$ cat src/rtl/bfloat16_alu.sv
// -----------------------------------------------------------------------------
// bfloat16_alu
//
// Self-contained bfloat16 arithmetic demonstrator. An internal 8-entry
// operation ROM is stepped once per clock. Each entry is {op, a, b}, and it is
// executed through a shared combinational add/sub/mul datapath. That datapath
// rounds to nearest even and flushes denormals to zero. The result is
// registered, which gives one cycle of latency from the ROM index to `result`.
//
// Ports
//   clk    : in  1  - sole clock, rising edge
//   rst_n  : in  1  - asynchronous active-low reset; clears result and index
//   result : out 16 - registered bfloat16 result of the last executed entry
//
// Opcodes: 00 a+b, 01 a-b (a + b with its sign flipped), 10 a*b,
//          11 pass a through untouched (no special-case handling).
// -----------------------------------------------------------------------------
module bfloat16_alu (
    input  logic        clk,
    input  logic        rst_n,
    output logic [15:0] result
);

    localparam logic [15:0] QNAN = 16'h7FC0;

    // -------------------------------------------------------------------------
    // Operand classification helpers
    // -------------------------------------------------------------------------
    function automatic logic is_nan(input logic [15:0] x);
        return (x[14:7] == 8'hFF) && (x[6:0] != 7'h00);
    endfunction

    function automatic logic is_inf(input logic [15:0] x);
        return (x[14:7] == 8'hFF) && (x[6:0] == 7'h00);
    endfunction

    // Exponent 0 covers both true zero and denormals, which are flushed.
    function automatic logic is_zero(input logic [15:0] x);
        return (x[14:7] == 8'h00);
    endfunction

    // -------------------------------------------------------------------------
    // Leading-zero count of an 11-bit value (11 when the value is zero).
    // The highest set bit is the last one seen in the loop, so it wins.
    // -------------------------------------------------------------------------
    function automatic logic [3:0] lzc11(input logic [10:0] v);
        logic [3:0] cnt;
        cnt = 4'd11;
        for (int i = 0; i <= 10; i++) begin
            if (v[i]) begin
                cnt = 4'(10 - i);
            end else begin
                cnt = cnt;
            end
        end
        return cnt;
    endfunction

    // -------------------------------------------------------------------------
    // Shared round-to-nearest-even and pack stage.
    //   mant8  : normalized significand with the hidden bit in [7]
    //   guard  : first bit below the LSB
    //   sticky : OR of everything below guard
    // The exponent is signed so that underflow (<=0) and overflow (>=255)
    // can both be detected after the rounding carry has been applied.
    // -------------------------------------------------------------------------
    function automatic logic [15:0] round_pack(
        input logic              sign,
        input logic signed [9:0] exp_in,
        input logic [7:0]        mant8,
        input logic              guard,
        input logic              sticky
    );
        logic              rnd;
        logic [8:0]        mant9;
        logic signed [9:0] exp_r;
        logic [6:0]        frac;
        logic [15:0]       res;

        rnd   = guard & (sticky | mant8[0]);
        mant9 = {1'b0, mant8} + {8'h00, rnd};
        // A carry out of the significand means 1.111..1 rounded up to 10.0.
        exp_r = exp_in + $signed({9'h000, mant9[8]});
        if (mant9[8]) begin
            frac = mant9[7:1];
        end else begin
            frac = mant9[6:0];
        end

        if (exp_r >= 10'sd255) begin
            res = {sign, 8'hFF, 7'h00};
        end else if (exp_r <= 10'sd0) begin
            res = {sign, 15'h0000};
        end else begin
            res = {sign, exp_r[7:0], frac};
        end
        return res;
    endfunction

    // -------------------------------------------------------------------------
    // Addition. Subtraction reaches here with b's sign already flipped.
    // -------------------------------------------------------------------------
    function automatic logic [15:0] fp_add(input logic [15:0] a, input logic [15:0] b);
        logic              swap;
        logic              s_big;
        logic              s_small;
        logic [7:0]        e_big;
        logic [7:0]        e_small;
        logic [7:0]        m_big;
        logic [7:0]        m_small;
        logic [7:0]        diff;
        logic [18:0]       shifted;
        logic [10:0]       ext_big;
        logic [10:0]       al_small;
        logic [11:0]       sum;
        logic [3:0]        lz;
        logic [10:0]       norm;
        logic signed [9:0] exp_n;
        logic [15:0]       res;

        // Order the operands by magnitude so that the subtraction below never
        // goes negative and the result sign is simply the larger one's sign.
        swap    = ({b[14:7], b[6:0]} > {a[14:7], a[6:0]});
        s_big   = swap ? b[15] : a[15];
        s_small = swap ? a[15] : b[15];
        e_big   = swap ? b[14:7] : a[14:7];
        e_small = swap ? a[14:7] : b[14:7];
        m_big   = swap ? {1'b1, b[6:0]} : {1'b1, a[6:0]};
        m_small = swap ? {1'b1, a[6:0]} : {1'b1, b[6:0]};
        diff    = e_big - e_small;

        // Working format: 8-bit significand followed by guard, round, sticky.
        ext_big = {m_big, 3'b000};
        shifted = {m_small, 11'h000} >> diff;
        if (diff >= 8'd10) begin
            // The whole operand lies below the round bit.
            al_small = 11'h001;
        end else begin
            al_small = {shifted[18:9], shifted[8] | (|shifted[7:0])};
        end

        if (s_big != s_small) begin
            sum = {1'b0, ext_big} - {1'b0, al_small};
        end else begin
            sum = {1'b0, ext_big} + {1'b0, al_small};
        end

        // Normalize so that the hidden bit sits at norm[10].
        if (sum[11]) begin
            lz    = 4'd0;
            norm  = {sum[11:2], sum[1] | sum[0]};
            exp_n = $signed({2'b00, e_big}) + 10'sd1;
        end else begin
            lz    = lzc11(sum[10:0]);
            norm  = sum[10:0] << lz;
            exp_n = $signed({2'b00, e_big}) - $signed({6'h00, lz});
        end

        if (is_nan(a) || is_nan(b)) begin
            res = QNAN;
        end else if (is_inf(a) && is_inf(b)) begin
            res = (a[15] != b[15]) ? QNAN : {a[15], 8'hFF, 7'h00};
        end else if (is_inf(a)) begin
            res = {a[15], 8'hFF, 7'h00};
        end else if (is_inf(b)) begin
            res = {b[15], 8'hFF, 7'h00};
        end else if (is_zero(a) && is_zero(b)) begin
            // Only (-0)+(-0) keeps the negative sign.
            res = {a[15] & b[15], 15'h0000};
        end else if (is_zero(a)) begin
            res = b;
        end else if (is_zero(b)) begin
            res = a;
        end else if (sum == 12'h000) begin
            // Exact cancellation is always +0.
            res = 16'h0000;
        end else begin
            res = round_pack(s_big, exp_n, norm[10:3], norm[2], norm[1] | norm[0]);
        end
        return res;
    endfunction

    // -------------------------------------------------------------------------
    // Multiplication.
    // -------------------------------------------------------------------------
    function automatic logic [15:0] fp_mul(input logic [15:0] a, input logic [15:0] b);
        logic              sign;
        logic [15:0]       prod;
        logic signed [9:0] exp_n;
        logic [7:0]        mant8;
        logic              guard;
        logic              sticky;
        logic [15:0]       res;

        sign  = a[15] ^ b[15];
        prod  = {1'b1, a[6:0]} * {1'b1, b[6:0]};
        exp_n = $signed({2'b00, a[14:7]}) + $signed({2'b00, b[14:7]}) - 10'sd127;

        // The product of two [1,2) significands lies in [1,4): at most one
        // normalizing right shift is needed.
        if (prod[15]) begin
            mant8  = prod[15:8];
            guard  = prod[7];
            sticky = |prod[6:0];
            exp_n  = exp_n + 10'sd1;
        end else begin
            mant8  = prod[14:7];
            guard  = prod[6];
            sticky = |prod[5:0];
            exp_n  = exp_n;
        end

        if (is_nan(a) || is_nan(b)) begin
            res = QNAN;
        end else if ((is_inf(a) && is_zero(b)) || (is_zero(a) && is_inf(b))) begin
            res = QNAN;
        end else if (is_inf(a) || is_inf(b)) begin
            res = {sign, 8'hFF, 7'h00};
        end else if (is_zero(a) || is_zero(b)) begin
            res = {sign, 15'h0000};
        end else begin
            res = round_pack(sign, exp_n, mant8, guard, sticky);
        end
        return res;
    endfunction

    // -------------------------------------------------------------------------
    // State and datapath signals
    // -------------------------------------------------------------------------
    logic [2:0]  r_idx;
    logic [15:0] r_result;
    logic [1:0]  w_op;
    logic [15:0] w_a;
    logic [15:0] w_b;
    logic [15:0] w_next;

    // Fixed operation ROM addressed by the current index.
    always_comb begin
        w_op = 2'b11;
        w_a  = 16'h0000;
        w_b  = 16'h0000;
        case (r_idx)
            3'd0:    begin w_op = 2'b00; w_a = 16'h3F80; w_b = 16'h4000; end
            3'd1:    begin w_op = 2'b01; w_a = 16'h4040; w_b = 16'h3F80; end
            3'd2:    begin w_op = 2'b10; w_a = 16'h4000; w_b = 16'h4040; end
            3'd3:    begin w_op = 2'b00; w_a = 16'h3F80; w_b = 16'hBF80; end
            3'd4:    begin w_op = 2'b10; w_a = 16'h7F00; w_b = 16'h4000; end
            3'd5:    begin w_op = 2'b00; w_a = 16'h7F80; w_b = 16'hFF80; end
            3'd6:    begin w_op = 2'b00; w_a = 16'h3F80; w_b = 16'h3B80; end
            3'd7:    begin w_op = 2'b00; w_a = 16'h3F81; w_b = 16'h3B80; end
            default: begin w_op = 2'b11; w_a = 16'h0000; w_b = 16'h0000; end
        endcase
    end

    // Opcode dispatch onto the shared add/mul datapath.
    always_comb begin
        w_next = w_a;
        case (w_op)
            2'b00:   w_next = fp_add(w_a, w_b);
            2'b01:   w_next = fp_add(w_a, {~w_b[15], w_b[14:0]});
            2'b10:   w_next = fp_mul(w_a, w_b);
            2'b11:   w_next = w_a;
            default: w_next = w_a;
        endcase
    end

    // Result register and ROM sequencer; the 3-bit index wraps 7 -> 0 naturally.
    always_ff @(posedge clk or negedge rst_n) begin
        if (!rst_n) begin
            r_idx    <= 3'd0;
            r_result <= 16'h0000;
        end else begin
            r_idx    <= r_idx + 3'd1;
            r_result <= w_next;
        end
    end

    assign result = r_result;

endmodule

$ cat config.mk
export PLATFORM = sky130hd
export DESIGN_NAME = bfloat16_alu
export DESIGN_NICKNAME = d
export VERILOG_FILES = /design/src/rtl/bfloat16_alu.sv
export SDC_FILE = /design/constraint.sdc
export NUM_CORES = 1
export LEC_CHECK = 0
export ABC_AREA = 1
export CAP_MARGIN = 40
export CORE_MARGIN = 3
export CORE_UTILIZATION = 51
export DETAILED_ROUTE_END_ITERATION = 10
export GPL_ROUTABILITY_DRIVEN = 0
export PLACE_DENSITY = 0.73
export SLEW_MARGIN = 40
export SYNTH_ARGS = -nofsm -noshare
export SYNTH_HDL_FRONTEND = slang
export SYNTH_SLANG_ARGS = --single-unit
$ cat constraint.sdc
create_clock -name clk -period 10.3 [get_ports clk]
set_input_delay 2.575 -clock clk [delete_from_list [all_inputs] [get_ports clk]]
set_output_delay 2.575 -clock clk [all_outputs]
set_load 0.1 [all_outputs]
## Word-level counts from Yosys, hierarchy flattened

Memories as Yosys holds them, arrays and structs flattened.
Cells that the tools add are included.

- Flip-flop bits (word level): 19
- Memory bits (read-only): 176
- Input port bits: 2
- Output and inout bits: 16
- Word-level logic and storage cells: 170
- Memories kept: 1

- Add/subtract/negate cells: 18
- $mul: 1
- Order comparisons: 8
- Eq/ne operators: 9
- Shift-type cells: 3
- Muxes and demuxes: 89
- Bitwise logic cells: 15
- Reduce and logical (&&, ||, !) cells: 24

Memories:

| memory | depth | bits a word | read ports | clocked after Yosys merged registers in | wr ports | line | source |
|---|---|---|---|---|---|---|---|
| (name not given) | 8 | 22 | 1 | 0 | 0 | 242 | `case (r_idx)` |

Operator list:

| kind | number |
|---|---|
| two-way mux 16 bit | 20 |
| two-way mux 15 bit | 8 |
| two-way mux 4 bit | 24 |
| two-way mux 11 bit | 7 |
| one-hot mux 16 bit (4 select lines) | 1 |
| two-way mux 10 bit | 6 |
| two-way mux 12 bit | 4 |
| two-way mux 7 bit | 5 |
| two-way mux 8 bit | 4 |
| adder 10 x 2 -> 10 bit | 3 |
| greater-or-equal comparator 10 x 9 -> 1 bit, second input constant | 3 |
| less-or-equal comparator 10 x 1 -> 1 bit, second input constant | 3 |
| adder 8 x 1 -> 9 bit | 3 |
| adder 11 x 11 -> 12 bit | 2 |
| logical NOT 12 bit | 2 |
| subtractor 11 x 11 -> 12 bit | 2 |
| left shift 11 x 4 -> 11 bit | 2 |
| right shift 19 x 8 -> 19 bit | 1 |
| subtractor 8 x 4 -> 9 bit | 2 |
| == test 8 bit, second input constant | 2 |
| logical NOT 8 bit | 2 |
| multiplier 8 x 8 -> 16 bit | 1 |
| > comparator 15 bit | 1 |
| logical NOT 7 bit | 2 |
| 24 further kinds | 57 |

## Depth between registers and ports, before layout

Gate-level depths: netlist (run 1).
An unclocked memory read counts as a cell.

- Depth in word-level cells: 45
- Gate-level depth with buffers: 56
- Depth with buffers taken out: 56

## Least setup slack after synthesis (run 1)

Ideal clock, no wire load.

- Path type: register -> register
- Start point: register r_idx[1]
- End point: register r_result[13], in the netlist result[13]
- Library setup time: 0.113 ns
- Arrival: 6.491 ns
- Data required time: 10.187 ns
- Slack: 3.696 ns
- Stages on the path, launching flop included: 47
- Path buffers: 1
- Period minus slack after synthesis: 6.604 ns
- Cell sequence: dfrtp_1 inv_1 ha_1 nand2_4 ha_1 inv_1 ha_1 nand3_1 nor2_1 nor2_1 nand2_4 nand3_1 nand3_2 nand2_2 nand2_4 ha_1 ha_1 or2_2 [11 not listed] nand2_1 inv_1 ha_1 nand2_2 nor2_4 ha_1 ha_1 inv_1 xor2_1 nand2_1 nor2_1 nand3_1 o21ai_4 o21ai_1 a21oi_1 o21ai_1 nand2_1 inv_1

- Longest elaborated chain between the ends: 45
- Elaborated cells on any way between the ends: 157
- Those cells by class: 17 x add/sub; 1 x mul; 8 x order compare; 7 x eq/ne; 3 x shift; 84 x mux; 12 x bitwise; 24 x reduce/logical; 1 x memory

RTL lines:

| what | line | source |
|---|---|---|
| start: declaration | 230 | `logic [2:0] r_idx;` |
| start signal: assignment | 273 | `r_idx <= r_idx + 3'd1;` |
| memory (8 x 22 bit) * | n/a |  |
| > comparator 15 bit | 123 | `swap = ({b[14:7], b[6:0]} > {a[14:7], a[6:0]});` |
| two-way mux 8 bit (on tied branches) | 126, 127 |  |
| subtractor 8 bit | 130 | `diff = e_big - e_small;` |
| right shift 19 x 8 -> 19 bit | 134 | `shifted = {m_small, 11'h000} >> diff;` |
| OR reduction 8 bit | 139 | `al_small = {shifted[18:9], shifted[8] \| (\|shifted[7:0])};` |
| OR 1 bit | 139 |  |
| two-way mux 11 bit | 135 | `if (diff >= 8'd10) begin` |
| [30 not listed] | n/a |  |
| two-way mux 16 bit | 170 | `end else if (is_zero(a)) begin` |
| two-way mux 16 bit | 167 | `end else if (is_zero(a) && is_zero(b)) begin` |
| two-way mux 16 bit | 165 | `end else if (is_inf(b)) begin` |
| two-way mux 16 bit | 163 | `end else if (is_inf(a)) begin` |
| two-way mux 16 bit | 161 | `end else if (is_inf(a) && is_inf(b)) begin` |
| two-way mux 16 bit | 159 | `if (is_nan(a) \|\| is_nan(b)) begin` |
| one-hot mux 16 bit (4 select lines) * | 258 | `case (w_op)` |
| via w_next[13] | 235 | `logic [15:0] w_next;` |
| end signal: assignment | 274 | `r_result <= w_next;` |
| end: declaration | 231 | `logic [15:0] r_result;` |

Mark *: on every way through the listed nets, which the timed path passes. The rest lies on a longest branch. The select of a mux whose other input is x is not followed.

## Worst setup path after layout (run 1)

Ends and elaborated chain as after synthesis.

==> results of run 1 <==
## cells in the mapped netlist (all sizes together) (2+ instances only)
| cell | n | area, um^2 |
|---|---|---|
| nor3b | 2 | 15.0 |
| xnor2 | 5 | 43.8 |
| o22ai | 4 | 25.0 |
| a22oi | 4 | 35.0 |
| ha | 45 | 563 |
| nand3b | 3 | 26.3 |
| nand3 | 109 | 638 |
| o21ai | 76 | 429 |
| a21boi | 2 | 26.3 |
| nor4 | 3 | 18.8 |
| o211ai | 8 | 60.1 |
| a21oi | 38 | 220 |
| nand4 | 12 | 81.3 |
| nand2 | 282 | 1200 |
| a31oi | 4 | 40.0 |
| nor3 | 13 | 70.1 |
| inv | 148 | 563 |
| or2 | 4 | 25.0 |
| nor2 | 94 | 428 |
| dfrtp | 19 | 475 |
| clkbuf | 4 | 15.0 |
| buf | 11 | 92.6 |
| xor2 | 17 | 149 |
## per-layer routing
layer,wire length (um),vias to the layer above
li1,-,2987
met1,6720,2618
met2,6910,225
met3,947,32
met4,362,0
met5,0,-
## cell type report
cell class              count  area (um^2)  area share [%]
multi-input cells         735         4180            75.7
inverters                 149          567            10.3
flip-flops and latches     19          475            8.60
well taps                 133          166            3.01
repair buffers             18         92.6            1.67
clock buffers               4         45.0           0.815
## path summary, 6_finish.rpt
kind	startpoint	slack (ps)	end	depth (start not counted)
min reg2reg	r_idx[0]	650	r_idx[0]	1
min in group asynchronous	rst_n	2240	result[8]	1
min	r_idx[0]	650	r_idx[0]	1
max reg2reg	r_idx[1]	2380	result[13]	49
max	r_idx[1]	2380	result[13]	49
max in group asynchronous	rst_n	7770	result[5]	1
## layout by cell type, fill, tap and decap left out, drive strengths merged, types with 5 or more instances in the layout
master / instances
xor2: 17
a21oi: 38
nor2: 94
dfrtp: 19
ha: 45
nand4: 12
nor3: 13
o21ai: 76
nand2: 282
xnor2: 5
nand3: 109
o211ai: 8
buf: 18
inv: 148
## sequential cells by signal, indices dropped and copies added, names as in the netlist
register and cells:
result 16, r_idx 3
## cell families (layout without fill, tap and decap cells)
| logic type | count (synthesis) | in the layout |
|---|---|---|
| AOI/OAI and AO/OA | 142 | 142 |
| xor gates and xnor gates | 22 | 22 |
| adders and majority gates | 46 | 46 |
| buffers and inverters | 164 | 171 |
| DFF | 19 | 19 |
| other | 1 | 1 |
| and+or+nand+nor | 524 | 524 |
## power breakdown
group	leakage, nW	internal, W	switching [W]
clock	0.0228	0.0000275	0.0000254
combinational	2.80	0.00000231	0.00000644
sequential	0.249	0.0000747	0.0000000678
total	3.07	0.000105	0.0000319
## through the flow
stage	cells	hold WS (ps)	util, %	setup WS [ps]	cell area [um^2]
3_5_place_dp	1054	629	55.1	2470	5480
2_1_floorplan	918	558	-	3700	5330
4_1_cts	1058	639	55.5	2450	5530
3_3_place_gp	1054	640	55.9	2530	5570
5_1_grt	1058	713	55.5	1610	5530
6_report	1058	647	55.5	2380	5530
==> results, run 1 <==
- The run finished with clean final reports.
- The instance count of the mapped netlist is 918.
- On the critical path the largest part of the delay comes from simple AND/OR/NAND/NOR gates.
- The count of hold-fix buffers inserted at cts is 0.
- The total die area is 0.0117 mm^2.
- The part of the Yosys area used for sequential elements is 8.92%.
- The overall routing resource usage is 26.1%.
- The detailed router finished its first iteration with 497 violations.
- The final setup violation count is 0.
- The final count of hold timing violations was 0.
- Clock-pin slew was measured on the worst setup and hold paths at 70 ps.
- The HPWL after detailed placement is 12.6 mm.
- For the worst-skew pair, the clock arrives at the later sink with an insertion delay of 260 ps.
- The overall power consumption is 0.000136 W.
- The final worst clock skew is 2.12 ps.
- Each instance of the synthesized netlist takes up on average 5.81 um^2.
- The worst path uses 76.9% of the clock period.
- Of the post-synthesis cell area, the part taken by muxes is 0%.
- The placeable core region is 0.00995 mm^2.
- In this run the remaining antenna-violating nets after routing total 0.
- 0 antenna diodes ended up in the layout.
- Global routing used 2.63% of the available met3 tracks.
- The power density normalized to cell area is 24.7 mW/mm^2.
- The synthesized netlist devotes 16.6% of its cell area to compound gates.
- The slowest stage cell on the critical path is sky130_fd_sc_hd__dfrtp_1.
- The die is 108 um tall.
- The post-route DRC violation count is 0.
- The max-slew violation total from the final report is 0.
- After Yosys synthesis, full adders, half adders and majority gates account for 10.9% of the synthesized area.
- The area share of and/or/nand/nor cells after synthesis is 47.3%.
- The effective utilization at floorplan is 53.6%.
- The CTS root buffer is sky130_fd_sc_hd__clkbuf_8.
- TritonCTS built the clock tree.
- The wire length per cell after detailed routing is 14.1 um.
- Summed over all layers, the global routing overflow is 0.
- The number of vias per cell after detailed routing is 5.54.
- The type of the worst setup path is reg2reg.
- The number of antenna violations at the first check in global routing is 0.
- The final routed wirelength across all metal layers is 14.9 mm.
- The met1 track demand over resource is 35.4%.
- During placement, the flow inserted port buffers numbering 17.
- The count of cell types in the netlist is 58.
- The dominant cell type by count on the critical path is sky130_fd_sc_hd__nand2_1.
- The synthesized netlist occupies a cell area of 0.00533 mm^2.
- The global routing stage identified its most utilized layer as met2.
- The worst slew slack as a fraction of its limit is 43.2%.
- The first detailed-routing pass took 5 iterations.
- The fraction of layout instances using a drive strength above 1 is 14.3%.
- The kind of start point of the critical path is a flip-flop.
- The area added between synthesis and finish is 3.68%.
- The final layout net count is 974.
- The main combinational cell family by area after synthesis is simple AND/OR/NAND/NOR gates.
- The number of buffers inserted to repair setup after CTS is 0.
- The H-tree depth is 1.
- Setup repair after global routing left no endpoint under its margin.
- Yosys mapped a number of flops with a built-in enable equal to 0.
- In the final timing run, aggregate negative setup slack is 0 ps.
- The via count of the first global-routing pass was 5,429.
- The number of resized instances in the post-cts repair step is 0.
- The number of buffers and inverters on the critical path is 5.
- The measured slew at the worst slew-check pin is 852 ps.
- The number of max-cap violations is 0.
- The floorplan die width is 108 um.
- CTS saw 19 sinks.
- In this run the static leakage power is 3.07 nW.
- The total via count after detailed routing is 5,862.
- The met2 demand-to-capacity share in global routing is 44.3%.
- In the synthesized netlist the dominant register cell turns out to be sky130_fd_sc_hd__dfrtp_1.
- After synthesis, the share of flip-flops with an asynchronous set or reset is 100%.
- Static timing analysis puts the maximum clock frequency at 0.126 GHz.
- During synthesis, Yosys emitted a total of 0 warnings.
- The global-route wire length before repair is 25.0 mm.
- The longest individual stage delay on the worst path is 500 ps.
- The filler cell count in the final layout is 1,048.
- The data arrival time of the critical path is 8080 ps.
- The min-delay analysis places its worst path in the category reg2reg.
- The register bit count reported by yosys is 19.
- The floorplan has 36 rows.
- The maximum clock path buffer count is 2.
- Buffers inserted during clock tree synthesis total 3.
- The data required time at the worst endpoint is 10,460 ps.
- Pin placement for this block handled 18 I/O pins.
- The synthesized net count is 966.
- The minimum clock period after layout is 7920 ps.
- IR analysis of the VDD net gives a maximum drop of 0.0510 mV.
- Along the worst path, the maximum fanout reaches 13.
- The element type at the critical path end is a flip-flop.
- Entering global routing, the biggest net connects 21 pins.
- The XOR/XNOR share of the synthesized area is 3.61%.
Note: power is estimated with default switching activity, not from simulation.
==> run 2: changes to the inputs <==
- clock period: 10.3 -> 7.7 ns (I/O delays scaled with it)
==> run 2 against run 1 <==
Setup slack got worse by 1700 ps; maximum frequency increased by 13%; largest power group unchanged; sequential share of layout area decreased by 0.19 points; power increased by 33%; register-to-register slack got worse by 1700 ps.
==> results, run 2 (synthesized netlist as in run 1, its figures left out) <==
- The worst vdd rail ir drop is 0.0759 mV.
- The remaining antenna violation count after routing is 0.
- The max-slew violation total from the final report is 0.
- The run finished with clean final reports.
- The floorplan step defined a die boundary enclosing 0.0117 mm^2.
- On the final layout, the worst hold slack is 578 ps.
- Detailed routing inserted a total of 5,934 vias.
- The data required time at the worst endpoint is 7840 ps.
- The final routed wirelength across all metal layers is 15.3 mm.
- In the global route stage, overall resource usage came out at 26.4%.
- The die is 108 um tall.
- The net switching power is 0.0000427 W.
- CTS built an H-tree with a depth of 1.
- Before antenna repair, the detailed router went through 6 iterations.
- The area added between synthesis and finish is 6.26%.
- Dividing the detail-routed via count by the number of cells gives 5.56.
- The initial utilization of the core area, before any placement, comes to 53.6%.
- For this run, design rule violations remaining after detail routing come to 0.
- Counting along the longest clock path gives a buffer depth of 2.
- On the critical path, the stage with the largest delay is an instance of sky130_fd_sc_hd__dfrtp_1.
- The cell area after placement is 0.00552 mm^2.
- The accumulated negative setup slack is 0 ps.
- In this run the worst path has a maximum fanout of 12.
- The worst setup path is launched from a flip-flop.
- The count of inserted antenna diode cells is 0.
- Subtracting the final worst setup slack from the clock period gives 6990 ps.
- The worst hold path belongs to the class reg2reg.
- The post-route cell area is 0.00567 mm^2.
- The number of buffers created by CTS is 3.
- The number of antenna violations at the first check in global routing came to 0.
- In this run the standard cell core region covers 0.00995 mm^2.
- The iteration-0 DRC count of the detailed router is 446.
- The via count of the first global-routing pass is 5,369.
- The maximum number of pins on one net before global-route repair is 21.
- In this run, flip-flops and latches consume 55.0% of the power.
- The ratio of final minimum period to clock period is 90.8%.
- The HPWL after detailed placement is 12.6 mm.
- For the pin with the worst max-slew slack, the measured transition is 844 ps.
- The leakage dissipation is 3.13 nW.
- The tree is rooted in a sky130_fd_sc_hd__clkbuf_8.
- The count of input and output buffers is 17.
- The final worst-path setup slack is 712 ps.
- The data arrival time of the critical path is 7130 ps.
- The clock reaches the later pin of the worst-skew pair after 260 ps.
- The total internal power is 0.000139 W.
- The final count of hold timing violations is 0.
- The register with the most flip-flops in the layout has 16 of them.
- Timing would allow up to 0.143 GHz.
- For this design the ratio of total power to cell area is 32.1 mW/mm^2.
- Setup repair after global routing left no endpoint under its margin.
- The count of clock tree sinks is 19.
- For this design, the CTS-stage hold fixing added 0 buffers.
- The wire length per cell after detailed routing is 14.3 um.
- The final layout net count is 983.
- The count of standard-cell rows is 36.
- TritonCTS built the clock tree.
- The global-route wire length before repair is 25.4 mm.
- After clock tree synthesis, the clock-pin slew on the worst setup and hold paths is 70 ps.
- The worst slew slack as a fraction of its limit is 43.8%.
- Of the total power, combinational logic draws 6.5%.
- Prior to clock tree synthesis, the placed netlist has a worst setup slack of 281 ps.
- During I/O placement, the number of pins put on the boundary was 18.
- The worst setup path is captured at a flip-flop.
- The most frequent standard cell in the layout excluding fill and tap cells is sky130_fd_sc_hd__nand2_1.
- The floorplan die width is 108 um.
- The fraction of layout instances using a drive strength above 1 is 16.8%.
- The final setup violation count is 0.
- The number of max-cap violations is 0.
- The dominant cell type by count on the critical path is sky130_fd_sc_hd__nand2_1.
- The final worst clock skew is 2.97 ps.
- The total grt overflow is 0.
- Leaving out fill and tap cells, the most frequent cells in the layout are sky130_fd_sc_hd__nand2_1, sky130_fd_sc_hd__inv_1, sky130_fd_sc_hd__nand3_1.
- Net switching is 23.5% of the power.
- By startpoint and endpoint, the worst setup path is classified as reg2reg.
- The clock network accounts for 38.5% of the total power.
- For this run, the slowest stage of the critical path takes 430 ps.
-- run 2: changes by cell type in the layout (fill, tap and decap cells not counted), sizes merged --
cell	previous run	this run
nand2	282	283
clkbuf	4	3
clkinv	1	2
o21ai	76	77
buf	18	25
-- run 2: repair_timing --
action                                  in CTS  in global routing
endpoints found under the setup margin       0                 15
gates resized for setup                      0                 19
endpoints found under the hold margin        0                  0
buffers inserted                             0                  2
-- run 2: per-layer routing --
layer	up-vias	GRT usage [%]	share of wire [%]
li1	3004	-	-
met1	2690	37.0	46
met2	210	44.2	45
met3	30	1.97	6.1
met4	0	6.04	2.5
met5	-	0	0
-- run 2: worst paths after layout --
path	startpoint	to	slack, ps	depth (start not counted)
worst max-delay path	r_idx[0]	result[0]	710	49
worst min-delay path	r_idx[0]	r_idx[0]	580	1
worst max register to register	r_idx[0]	result[0]	710	49
worst min register to register	r_idx[0]	r_idx[0]	580	1
max in group asynchronous	rst_n	r_idx[2]	5790	1
min in group asynchronous	rst_n	result[8]	1590	1
-- run 2: through the flow --
step / std cells / total power, W / utilization [%]
floorplan: 918 / 0.000110 / -
global placement: 1059 / 0.000114 / 56.3
detailed placement: 1059 / 0.000114 / 55.5
CTS: 1063 / 0.000184 / 55.9
global route: 1067 / 0.000190 / 56.9
finish: 1067 / 0.000182 / 56.9
-- run 2: power by group through the flow --
stage / combinational (W) / sequential [W] / clock (W)
after detailed placement: 0.0000118 / 0.000102 / 0
after floorplan: 0.00000582 / 0.000104 / 0
after global placement: 0.0000123 / 0.000102 / 0
after global routing: 0.0000131 / 0.000100 / 0.0000769
after CTS: 0.0000118 / 0.000100 / 0.0000720
final: 0.0000118 / 0.000100 / 0.0000700
-- run 2: area by class of cell --
cell class                 count  area [um^2]
clock buffer                   3         41.3
clock inverter                 1         5.00
fill                        1086         4290
inverter                     149          567
multi-input combinational    737         4270
sequential                    19          477
tap                          133          166
timing repair buffer          25          145
-- run 2: critical path: cells and delay by family, from the launching register on --
kind | cells | cell delay, ps
xor+xnor | 1 | 190
fa+ha+maj | 8 | 2120
flops | 1 | 430
simple gates | 33 | 3190
compound gates | 3 | 590
buf+inv | 4 | 330
==> run 3: changes to the inputs <==
- CORE_MARGIN: 3 -> not set
==> run 3 against run 2 <==
First-iteration DRC count is 21% higher; via count is 1.5% lower; utilization is 0.19 points lower; wire length is 1.5% lower; sequential share of layout area hardly changed; global-route usage is 1.5 points higher; clock skew is 1.0 ps higher; critical path depth is 3 lower; setup slack worse by 130 ps; final cell count stayed put; largest cell class unchanged; largest power group unchanged; highest routed layer unchanged.
==> results, run 3 (synthesized netlist as in run 1, its figures left out) <==
- The flow ran to the end, and the final reports show no timing, DRC or antenna violations.
- On the critical path the largest part of the delay comes from simple AND/OR/NAND/NOR gates.
- Setup repair after global routing left no endpoint under its margin.
- The largest single stage delay on the critical path is 430 ps.
- Summing all flip-flop and latch instances after layout gives 477 um^2.
- The worst setup path is launched from a flip-flop.
- Counting both buffers and inverters, the worst setup path holds a total of 7.
- The register with the most flip-flops in the layout has 16 of them.
- The detailed router placed 5,844 vias in this run.
- The floorplan die width is 104 um.
- In this run the count of I/O pins placed on the die edge is 18.
- The worst setup path is captured at a flip-flop.
- The clock drives 19 sinks.
- In the layout the commonest cells are sky130_fd_sc_hd__nand2_1, sky130_fd_sc_hd__inv_1, sky130_fd_sc_hd__nand3_1.
- The via count of the first global-routing pass is 5,322.
- The effective utilization at floorplan is 53.6%.
- The area added between synthesis and finish is 5.91%.
- The critical path starts at r_idx[0].
- Dividing total power by cell area gives a power density of 32.1 mW/mm^2.
- The remaining antenna violation count after routing is 0.
- On the final layout, the worst clock skew is 3.98 ps.
- The library cell used most frequently in the layout, excluding fill and tap cells, is sky130_fd_sc_hd__nand2_1.
- The dominant cell type by count on the critical path is sky130_fd_sc_hd__nand2_1.
- The CTS root buffer is sky130_fd_sc_hd__clkbuf_8.
- The final setup violation count is 0.
- In this run the worst path has a maximum fanout of 14.
- The tool flagged a number of max-cap violations equal to 0.
- The number of antenna violations at the first check in global routing was 0.
- On the critical path, the stage with the largest delay is an instance of sky130_fd_sc_hd__dfrtp_1.
- Of the available clock period, the critical path in the final layout requires 92.4%.
- Timing analysis after detailed placement gives a worst setup slack of 295 ps.
- In this run the most critical hold path is launched from r_idx[0].
- The maximum clock path buffer count is 2.
- Port buffering added 17 buffers.
- The total die area is 0.0109 mm^2.
- Setup total negative slack on the finished layout was measured at 0 ps.
- Fill cells in the final layout number 1,058.
- The H-tree depth is 1.
- The multi-input gate area in the final layout is 0.00425 mm^2.
- For this run the aggregate overflow at the end of global routing stands at 0.
- The clock tree from TritonCTS is built.
- In this run the worst hold path is classified as reg2reg.
- The number of buffers created by CTS is 3.
- The iteration-0 DRC count of the detailed router is 539.
- The CTS clock-pin slew for the worst setup and hold paths is 70 ps.
- The worst register-to-register path begins at r_idx[0].
- On the final layout, the worst hold slack is 574 ps.
- The data arrival time of the critical path is 7290 ps.
- The measured slew at the worst slew-check pin is 849 ps.
- The maximum number of pins on one net before global-route repair is 21.
- The global-route wire length before repair is 25.1 mm.
- The post-route DRC violation count is 0.
- The max-slew violation total from the final report came to 0.
- Dividing the detail-routed via count by the number of cells gives 5.48.
- The smallest clock period supported by the final layout is computed as 7120 ps.
- The utilization after layout is 56.7%.
- The worst slew slack as a fraction of its limit is 43.4%.
- The highest clock frequency the design can meet is 0.140 GHz.
- In this run the static leakage power is 3.13 nW.
- Clock latency on the worst-skew pair, taken at its later pin, is 250 ps.
- The final routed wirelength across all metal layers is 15.0 mm.
- The wire length per cell after detailed routing is 14.1 um.
- The final count of hold timing violations is 0.
- The overall routing resource usage is 27.9%.
- The HPWL after detailed placement is 12.4 mm.
- The overall die height is 104 um.
- After layout, the design draws a total of 0.000181 W.
- The floorplan step defined a core boundary enclosing 0.00995 mm^2.
- Before antenna repair, the detailed router went through 6 iterations.
- The type of the worst setup path is reg2reg.
- For the worst setup path, the data required time is 7870 ps.
- After floorplanning, the core was divided into 36 placement rows.
- The worst vdd rail ir drop is 0.0808 mV.
- Setup slack closes at 581 ps.
- The fraction of layout instances using a drive strength above 1 is 16.7%.
- The final layout net count is 983.
- The count of inserted antenna diode cells is 0.
- The count of hold-fix buffers inserted at cts is 0.
==> run 3: cell types whose count changed in the layout (fill, tap and decap cells not counted) <==
cell	change
sky130_fd_sc_hd__ha_1	+1
sky130_fd_sc_hd__nor3_4	-1
sky130_fd_sc_hd__ha_4	-1
sky130_fd_sc_hd__nor3_2	+1
==> run 3: path summary, 6_finish.rpt <==
path	end	slack, ps	depth (start not counted)
worst min register to register	r_idx[0]	570	1
min in group asynchronous	result[11]	1600	1
worst max register to register	result[5]	580	46
worst min-delay path	r_idx[0]	570	1
max in group asynchronous	r_idx[2]	5780	1
worst max-delay path	result[5]	580	46
==> run 3: timing repair <==
action | in CTS | in global routing
buffers inserted | 0 | 2
resized for setup | 0 | 16
endpoints found under the setup margin | 0 | 15
==> run 3: layout make-up <==
class / count / area share [%]
multi-input cells: 737 / 75.2
well taps: 133 / 2.95
flip-flops and latches: 19 / 8.44
inverters: 149 / 10.0
clock buffers: 3 / 0.731
repair buffers: 25 / 2.57
clock inverters: 1 / 0.0886
==> run 3: stage by stage <==
step	std cells	area, um^2
after CTS	1063	5570
after detailed placement	1059	5520
after floorplan	918	5330
after global placement	1059	5610
after global routing	1067	5650
final	1067	5650
==> run 3: report_power, final <==
group          leakage, nW  internal, W  switching [W]  total [W]
clock               0.0255    0.0000359      0.0000336  0.0000695
combinational         2.85   0.00000311     0.00000876  0.0000119
sequential           0.248    0.0000999   0.0000000523   0.000100
==> run 3: worst reg2reg max path: cells and delay by family (launching register included) <==
family / cells / cell delay (ps)
buf+inv: 7 / 670
simple gates: 26 / 2940
fa+ha+maj: 6 / 1740
compound gates: 6 / 1110
xor+xnor: 1 / 170
flops: 1 / 430
==> run 3: layer usage <==
metal | GRT usage, % | part of all wire, % | vias up
li1 | - | - | 3008
met1 | 38.6 | 47 | 2617
met2 | 46.6 | 46 | 202
met3 | 3.13 | 6.2 | 17
met4 | 5.51 | 1.4 | 0
met5 | 0 | 0 | -
==> patch, RTL diff (settings of run 1) <==
`r_result` no longer has a reset.
--- a/src/rtl/bfloat16_alu.sv
+++ b/src/rtl/bfloat16_alu.sv
@@ -269,9 +269,11 @@
         if (!rst_n) begin
             r_idx    <= 3'd0;
-            r_result <= 16'h0000;
         end else begin
             r_idx    <= r_idx + 3'd1;
-            r_result <= w_next;
-        end
+        end
+    end
+
+    always_ff @(posedge clk) begin
+        r_result <= w_next;
     end
 
Behaviour: not the same (Yosys sat finds a counterexample within 4 cycles, from zero or initial values and one cycle with rst_n low).
==> patch against run 1 <==
Utilization down 0.49 points; sequential cell count unchanged; non-clock buffer count unchanged; routed wire length up 0.32%; via count down 1.6%; worst setup slack worse by 51 ps; count of clock-buffer cells in the layout down 1; total power down 1.1%; hold slack worse by 13 ps; first-iteration DRC count up 10%; synthesized cell count unchanged; final area down 1.3%; die area down 1.4%; synthesized area down 1.5%; critical endpoint is now result[13]; largest cell class unchanged.
==> patch: results (changes against run 1) <==
status finished clean; register area share after synthesis 7.53% (-1.4 points); Synth Flop Type dfxtp_1; vias 5766 (-1.6%); Cell variety after synth 59 (+1.7%); initial drt markers 549 (+10%); final WL 15000 µm (+0.32%); top post-synthesis cells by area nand2_1, ha_1, inv_1; GR Util All Layers 26.0% (-0.074 points); peak supply drop 0.0465 mV (-9.0%); Setup Fix Bufs, Post-CTS 0 (unchanged); final net count 974 (unchanged); dpl ws 2490 ps (+18.2 ps); share of layout cells above drive strength 1 14.3% (unchanged); commonest cells in the synthesized netlist nand2_1, inv_1, nand3_1; hpwl dp 12400 µm (-1.1%); WP data arrival 8140 ps (+60 ps); skew final 4.10 ps (+1.98 ps); Worst Hold Class reg2reg; Slowest cell on crit path dfrtp_1; CTS Buffer Depth 2 (unchanged); FFs w/ async S/R, synth 15.8% (-84 points); drt first pass iters 5 (unchanged); static leakage 2.99 nW (-2.6%); vias in the first global route 5353 (-1.4%); first-pass GRT wire length 24900 µm (-0.55%)
patch: report_power, final:
| part | internal [W] | switching [W] | leakage, nW |
|---|---|---|---|
| sequential | 0.0000738 | 0.0000000394 | 0.167 |
| combinational | 0.00000253 | 0.00000555 | 2.80 |
| clock | 0.0000270 | 0.0000261 | 0.0255 |
| total | 0.000103 | 0.0000317 | 2.99 |
patch: cell type report:
type	instances	area (µm²)
multi-input cells	735	4180
flip-flops and latches	19	395
clock inverters	1	5.00
well taps	133	166
repair buffers	18	97.6
clock buffers	3	41.3
inverters	149	567
fillers	1071	4450
patch: logic make-up (layout without fill, tap and decap cells):
kind of cell	after synthesis	count (layout)	share of synthesized area, %
compound gates	142	142	16.8
flops	19	19	7.53
simple gates	524	524	48.0
buf+inv	164	171	12.8
other cells	1	1	0.0714
fa+ha+maj	46	46	11.1
xor+xnor	22	22	3.67
patch: worst paths after layout:
kind	cells past startpoint	from	end	slack (ps)
max in group asynchronous	1	rst_n	r_idx[2]	7680
min reg2reg	1	r_idx[0]	r_idx[0]	630
max	49	r_idx[1]	result[13]	2330
min	1	r_idx[0]	r_idx[0]	630
min in group asynchronous	1	rst_n	r_idx[1]	2490
max reg2reg	49	r_idx[1]	result[13]	2330
patch: stage by stage:
stage	cell area [µm²]	std cells
floorplan	5250	918
detailed placement	5410	1054
CTS	5460	1058
global route	5460	1058
finish	5460	1058
global placement	5490	1054
patch: per-layer routing:
layer / vias to the layer above / GRT usage, % / part of all wire, %
met3: 27 / 3.60 / 6.7
li1: 2985 / - / -
met4: 0 / 5.68 / 1.9
met2: 202 / 44.8 / 46
met5: - / 0 / 0
met1: 2552 / 34.4 / 45
